**src/rtl/timer_pkg.sv**
```systemverilog
// Shared definitions for the down-counting interval timer.
// The state encoding is fixed so that debug probes and decoders elsewhere agree on it.
package timer_pkg;

   typedef enum logic [1:0] {
      IDLE  = 2'd0,
      ARMED = 2'd1,
      RUN   = 2'd2,
      DONE  = 2'd3
   } state_t;

endpackage

```
**src/rtl/down_count_core.sv**
```systemverilog
// Count register with clear, load, decrement and hold, plus an is_one flag.
// The flag tells the controller that the next step is the terminal one.
module down_count_core #(
   parameter int WIDTH = 8
) (
   input  logic             clk,
   input  logic             rst,
   input  logic             clear,
   input  logic             load,
   input  logic             dec,
   input  logic [WIDTH-1:0] load_value,
   output logic [WIDTH-1:0] count,
   output logic             is_one
);

   // clear wins over load, and load wins over decrement; with none of them the count holds
   always_ff @(posedge clk) begin
      if (rst)
         count <= '0;
      else if (clear)
         count <= '0;
      else if (load)
         count <= load_value;
      else if (dec)
         count <= count - 1'b1;
   end

   assign is_one = (count == WIDTH'(1));

endmodule

```
**src/rtl/down_counter_timer.sv**
```systemverilog
// Loadable down-counting timer with a load handshake, pause/stop and optional auto-reload.
// Raises a one-cycle tc pulse on terminal count and a one-cycle err pulse on a zero load.
module down_counter_timer
   import timer_pkg::*;
#(
   parameter int WIDTH = 8
) (
   input  logic             clk,
   input  logic             rst,
   input  logic             load_valid,
   input  logic [WIDTH-1:0] load_value,
   output logic             load_ready,
   input  logic             start,
   input  logic             stop,
   input  logic             pause,
   input  logic             auto_reload,
   output logic [WIDTH-1:0] out,
   output logic             busy,
   output logic             tc,
   output logic             err
);

   state_t           state;
   logic [WIDTH-1:0] reload_reg;
   logic             is_one;
   logic             accept, load_nz, load_zero;
   logic             start_armed, start_done, run_step, terminal;
   logic             core_clear, core_load, core_dec;
   logic [WIDTH-1:0] core_value;

   assign load_ready = (state != RUN);

   // A zero load still consumes the cycle, so a start arriving with it is dropped too
   always_comb begin
      accept      = load_valid && load_ready;
      load_nz     = accept && (load_value != '0);
      load_zero   = accept && (load_value == '0);
      start_armed = !accept && start && (state == ARMED);
      start_done  = !accept && start && (state == DONE);
      run_step    = (state == RUN) && !pause;
      terminal    = run_step && is_one;
      core_clear  = stop || (terminal && !auto_reload);
      core_load   = !stop && (load_nz || start_done || (terminal && auto_reload));
      core_dec    = !stop && run_step && !is_one;
      core_value  = load_nz ? load_value : reload_reg;
   end

   down_count_core #(.WIDTH(WIDTH)) u_core (
      .clk        (clk),
      .rst        (rst),
      .clear      (core_clear),
      .load       (core_load),
      .dec        (core_dec),
      .load_value (core_value),
      .count      (out),
      .is_one     (is_one)
   );

   always_ff @(posedge clk) begin
      if (rst) begin
         state      <= IDLE;
         reload_reg <= '0;
         busy       <= 1'b0;
         tc         <= 1'b0;
         err        <= 1'b0;
      end else begin
         tc  <= 1'b0;
         err <= 1'b0;
         if (stop) begin
            state <= IDLE;
            busy  <= 1'b0;
         end else if (load_nz) begin
            reload_reg <= load_value;
            state      <= ARMED;
            busy       <= 1'b0;
         end else if (load_zero) begin
            err <= 1'b1;
         end else if (start_armed || start_done) begin
            state <= RUN;
            busy  <= 1'b1;
         end else if (terminal) begin
            tc <= 1'b1;
            if (!auto_reload) begin
               state <= DONE;
               busy  <= 1'b0;
            end
         end
      end
   end

endmodule

```
**config.mk**
```make
export PLATFORM = sky130hd
export DESIGN_NAME = down_counter_timer
export DESIGN_NICKNAME = d
export VERILOG_FILES = /design/src/rtl/timer_pkg.sv /design/src/rtl/down_count_core.sv /design/src/rtl/down_counter_timer.sv
export SDC_FILE = /design/constraint.sdc
export NUM_CORES = 1
export LEC_CHECK = 0
export ABC_AREA = 1
export BUFFER_PORTS_ARGS = -buffer_cell sky130_fd_sc_hd__buf_4
export CORE_UTILIZATION = 53
export DETAILED_ROUTE_END_ITERATION = 6
export MAX_ROUTING_LAYER = met4
export PLACE_DENSITY = 0.78
export SYNTH_ARGS = -nofsm -noshare
export SYNTH_HDL_FRONTEND = slang
export SYNTH_SLANG_ARGS = --single-unit
```
**constraint.sdc**
```tcl
create_clock -name clk -period 1.9 [get_ports clk]
set_input_delay 0.095 -clock clk [delete_from_list [all_inputs] [get_ports clk]]
set_output_delay 0.095 -clock clk [all_outputs]
set_load 0.01 [all_outputs]
```
# [Yosys cells after proc, flatten, opt, wreduce, memory -nomap -nowiden]
# Index checks and enable logic that the tools add are counted.
[totals] output_inout_bits=12 reg_bits=21 in_bits=15 word_cells=63
[classes] n_mux=13 bitwise_logic=1 n_addsub=1 n_reduce_logical=33 eq_ne=8
[ops] operator="8-bit 2-to-1 mux" count=3
[ops] operator="1-bit logical AND" count=13
[ops] operator="8-bit by 1-bit equality test with 1-bit output (second input constant)" count=1
[ops] operator="8-bit logical NOT" count=1
[ops] operator="8-bit nonzero test" count=1
[ops] operator="8-bit by 1-bit subtractor with 8-bit output (second input constant)" count=1
[ops] operator="1-bit 2-to-1 mux" count=7
[ops] operator="2-bit 2-to-1 mux" count=3
[ops] operator="3-bit AND reduction" count=2
[ops] operator="1-bit logical NOT" count=5
[ops] operator="5-bit OR reduction" count=1
[ops] operator="2-bit equality test (second input constant)" count=2
[ops] operator="1-bit logical OR" count=4
[ops] operator="2-bit != test (second input constant)" count=2
[ops] operator="2-bit nonzero test" count=2
[ops] operator="2-bit OR reduction" count=2
[ops] operator="3-bit by 1-bit != test with 1-bit output (second input constant)" count=1
[ops] operator="3-bit nonzero test" count=1
[ops] operator="3-bit OR reduction" count=1
[ops] operator="2-bit by 1-bit equality test with 1-bit output (second input constant)" count=1
[ops] operator="2-bit by 1-bit != test with 1-bit output (second input constant)" count=1
[ops] operator="1-bit NOT" count=1

# [Logic depth before layout (Yosys ltp)]
[depth] word_depth=9 depth_mapped=12 depth_no_buf=12

# [Cells and area by module]
# A second synthesis with hierarchy kept.
[hier_totals] cells_unflattened=213 hier_area_um2=1345.0
[modules_own_cells] module="down_counter_timer" cells_per_inst=131 area_per_inst_um2=792.0 n_inst=1
[modules_own_cells] module="down_count_core" cells_per_inst=82 area_per_inst_um2=553.0 n_inst=1

# [Least setup slack after synthesis]
# Ideal clock, no wire load.
[synth_path] path_type="register -> register" startpoint="register u_core.count[1]" endpoint="register u_core.count[2]" arrival_ps=1343 required_ps=1789 n_path_buf=0 path_stages_with_launch=13 setup_time_ps=111 period_less_slack_ps=1455 slack_ps=445 path_cell_list="dfxtp_1 -> inv_1 -> ha_1 -> nand2_1 -> nor2_2 -> inv_2 -> nor2_2 -> inv_2 -> or2_4 -> nand2_4 -> inv_2 -> nand2_1 -> nor2_1"
[synth_between] elab_chain_len=6
[synth_lines] element="start: declaration" line="down_count_core.sv:12" source="output logic [WIDTH-1:0] count,"
[synth_lines] element="start signal: assignment" line="down_count_core.sv:23" source="count <= load_value;"
[synth_lines] element="start signal: assignment" line="down_count_core.sv:25" source="count <= count - 1'b1;"
[synth_lines] element="parallel branches: the longest is 6 deep, another holds 8-bit by 1-bit subtractor with 8-bit output"
# Several ways; the timed one is not identified. The select of a mux whose other input is x is not followed.
# A chain may end at the register's enable or synchronous reset.

# [Worst setup path after layout]
[layout_path] startpoint="register state[1]" endpoint="register u_core.count[5]"
[layout_between] elab_chain_len=9
[layout_lines] element="start: declaration" line="down_counter_timer.sv:23" source="state_t state;"
[layout_lines] element="start signal: assignment" line="down_counter_timer.sv:61" source="state <= IDLE;"
[layout_lines] element="start signal: assignment" line="down_counter_timer.sv:70" source="state <= IDLE;"
[layout_lines] element="start signal: assignment" line="down_counter_timer.sv:74" source="state <= ARMED;"
[layout_lines] element="2-bit != test" line="down_counter_timer.sv:31" source="assign load_ready = (state != RUN);"
[layout_lines] element="1-bit logical AND" line="down_counter_timer.sv:35" source="accept = load_valid && load_ready;"
[layout_lines] element="1-bit logical NOT" line="down_counter_timer.sv:39" source="start_done = !accept && start && (state == DONE);"
[layout_lines] element="1-bit logical AND (2 in series)" line="down_counter_timer.sv:39"
[layout_lines] element="1-bit logical OR (2 in series)" line="down_counter_timer.sv:43" source="core_load = !stop && (load_nz || start_done || (terminal && auto_reload));"
[layout_lines] element="1-bit logical AND" line="down_counter_timer.sv:43"
[layout_lines] element="8-bit 2-to-1 mux / 2-bit nonzero test (equally long branches)"
# Parallel ways exist; a longest one is shown, timed or not.

==> impl_metrics.toml <==
[timing]
whs_ns = 0.07523
setup_viol = 0
fin_skew_ns = 0.005530
fin_setup_tns_ns = 0
worst_slew_pin_slew_ns = 0.4638
rsz0062_at_grt = "false"
hold_violations = 0
fin_crit_ns = 1.653
drv_slew = 0
timing.fmax_ghz = 0.6050
timing.final.crit_share_pct = 87.00
max_slew_margin_pct = 69.08

[min_path]
hold_class = "in2reg"
worstHoldPathCells = 3
min_delay_worst_endpoint = "reload_reg[7]"
min-delay-start = "stop"

[detailed_routing]
ant_nets = 0
routed_wl_um = 3031
wl_per_cell_um = 11.79
drt-initial-drc-count = 58
route.detailed.drc = 0
first_pass_iters = 4
vias_per_cell = 5.195
vias = 1335

[worst_setup_path]
cp.required_ns = 2.15
rr_worst_depth = 8
r2r-start = "state[1]"
startpoint_type = "flop"
rr_endpoint = "u_core.count[5]"
arrival_ns = 1.90
ff2ff_setup_slack_ns = 0.25
crit_fanout = 11
cp-end-kind = "flop"
path_class = "reg2reg"

[clocking]
cts_hold_buf = 0
cts.clk_slew.worst_paths_ns = 0.12
post_cts_resized = 0
h-tree-depth = 1
numCtsBuffers = 3
insertion_delay_ns = 0.31
clkSinkCount = 21
post-cts-setup-buffers = 0
cts_root_buffer = "clkbuf_4"
cts_tree = "done"
clockBufferDepth = 2

[cells_and_area]
fin_util_pct = 68.12
antenna_cells = 0
synthToLayoutAreaGrowth_pct = 19.22
drive_above_1_share_pct = 23.58
layout.nets = 247
n_fill_cell = 208

[die]
dieWidth_um = 51.07
start_util_pct = 57.14
core_sq_um = 2233
ios = 27
die_y_um = 51.07
row_count = 17
die-area_sq_um = 2608

[power_and_ir_drop]
intPower_w = 0.0006076
p_switching_w = 0.0002561
combPwrFrac_pct = 20.4
p_seq_share_pct = 54.6
power_frac_clock_pct = 25.1
peakVddDrop_uv = 782.9
p_leak_nw = 0.8062
swShare_pct = 29.66
power_density_nw_per_um2 = 567.7

[synth]
async_flop_share_pct = 0
netlist_area_sq_um = 1276
synth_cell_types = 30
ys_seq_area_share_pct = 32.94
yosys-top-cells-area = "dfxtp_1 (33%), nand2_1 (14%), nor2_1 (11%)"
ys_ff_latch = 21
synth.net_count = 219
synth_edf_count = 0
synth.avg_cell_area_sq_um = 6.318
synth_warnings = 0
yosysMostFrequentCell = "nand2_1"
synth.top_cell.area_share_pct = 32.94
yosysTopAreaCell = "dfxtp_1"
synth_flop_cell = "dfxtp_1"
synthTopCellsByCount = "nand2_1 (49), nor2_1 (38), inv_1 (22), dfxtp_1 (21), nand3_1 (13)"
syn_inst = 202

[run_status]
status = "completed"

[placed_design]
gp_congestion = 0.9312
portBuffers = 26
dp_hpwl_um = 2354

[grt]
grt_pass1_wl_um = 5092
grt_pass1_vias = 1260
grt_usage_pct = 26.59
grt_max_degree = 19
antenna_found_initial = 0
grt_overflow = 0

[run]
maxCapViolCount = 0
[critical path, cell delays in order (launching register included)]
cell and delay [ns]:
dfxtp_1 0.44, a21oi_2 0.10, o21ai_2 0.20, nand3_2 0.28, nand2_4 0.18, nand2_2 0.11, nor2_1 0.14, nor2_1 0.06
nor2_1 0.08
[power groups by stage]
stage                     clock network (W)  logic [W]  registers (W)
after floorplan                           0   0.000114       0.000480
after global routing               0.000241   0.000199       0.000474
after detailed placement                  0   0.000173       0.000481
after global placement                    0   0.000169       0.000480
after CTS                          0.000217   0.000175       0.000471
final                              0.000217   0.000176       0.000471
[layout make-up]
cell class | count | area (sq um) | area share [%]
Inverter | 30 | 112.6 | 7.401
Tap cell | 28 | 35.03 | 2.303
Clock inverter | 1 | 5.005 | 0.3289
Sequential cell | 21 | 420.4 | 27.63
Multi-Input combinational cell | 148 | 730.7 | 48.03
Clock buffer | 3 | 22.52 | 1.480
Timing Repair Buffer | 26 | 195.2 | 12.83
[routing by layer]
metal	up-vias	share of wire [%]	GRT usage [%]
met4	0	0.63	4.630
li1	683	-	-
met1	599	42	30.09
met5	-	0	-
met2	49	51	47.15
met3	4	6.5	7.143
[worst max-delay path by stage]
stage                         start               to  depth (start not counted)
floorplan           u_core.count[1]  u_core.count[2]                         12
global placement      load_value[7]  u_core.count[3]                         10
detailed placement    load_value[1]  u_core.count[5]                         10
CTS                 u_core.count[1]  u_core.count[5]                         11
global route        u_core.count[0]  u_core.count[7]                         10
finish                     state[1]  u_core.count[5]                          8
[layout by cell type, fill, tap and decap left out, types with 2 or more instances in the layout]
cell type and n:
nand4_1 2, nand2_4 2, nand3_1 13, xor2_1 3, inv_1 22, inv_2 8
dfxtp_1 21, nand3b_1 2, buf_4 26, nor2_2 4, a21oi_1 4, ha_1 2
o21ai_1 3, nor2_1 38, nand2_2 2, nand2_1 49, clkbuf_4 3, nand3_2 2
o21ai_0 10, nor2_4 2
[through the flow]
step | setup WS, ns | std cells | total power (W) | instance area [sq um]
3_5_place_dp | 0.1847 | 253 | 0.0006539 | 1494
3_3_place_gp | 0.3294 | 253 | 0.0006487 | 1494
2_1_floorplan | 0.4453 | 202 | 0.0005937 | 1276
5_1_grt | 0.1241 | 257 | 0.0009135 | 1521
6_report | 0.2470 | 257 | 0.0008637 | 1521
4_1_cts | 0.2823 | 257 | 0.0008623 | 1521
[cells by family after synthesis]
logic type                 share of synthesized area [%]
AOI/OAI and AO/OA                                  9.118
adders and majority gates                          1.960
xor gates and xnor gates                           2.746
DFF                                                32.94
and+or+nand+nor                                    43.43
buffers and inverters                              9.804
Note: power is estimated with default switching activity, not from simulation.
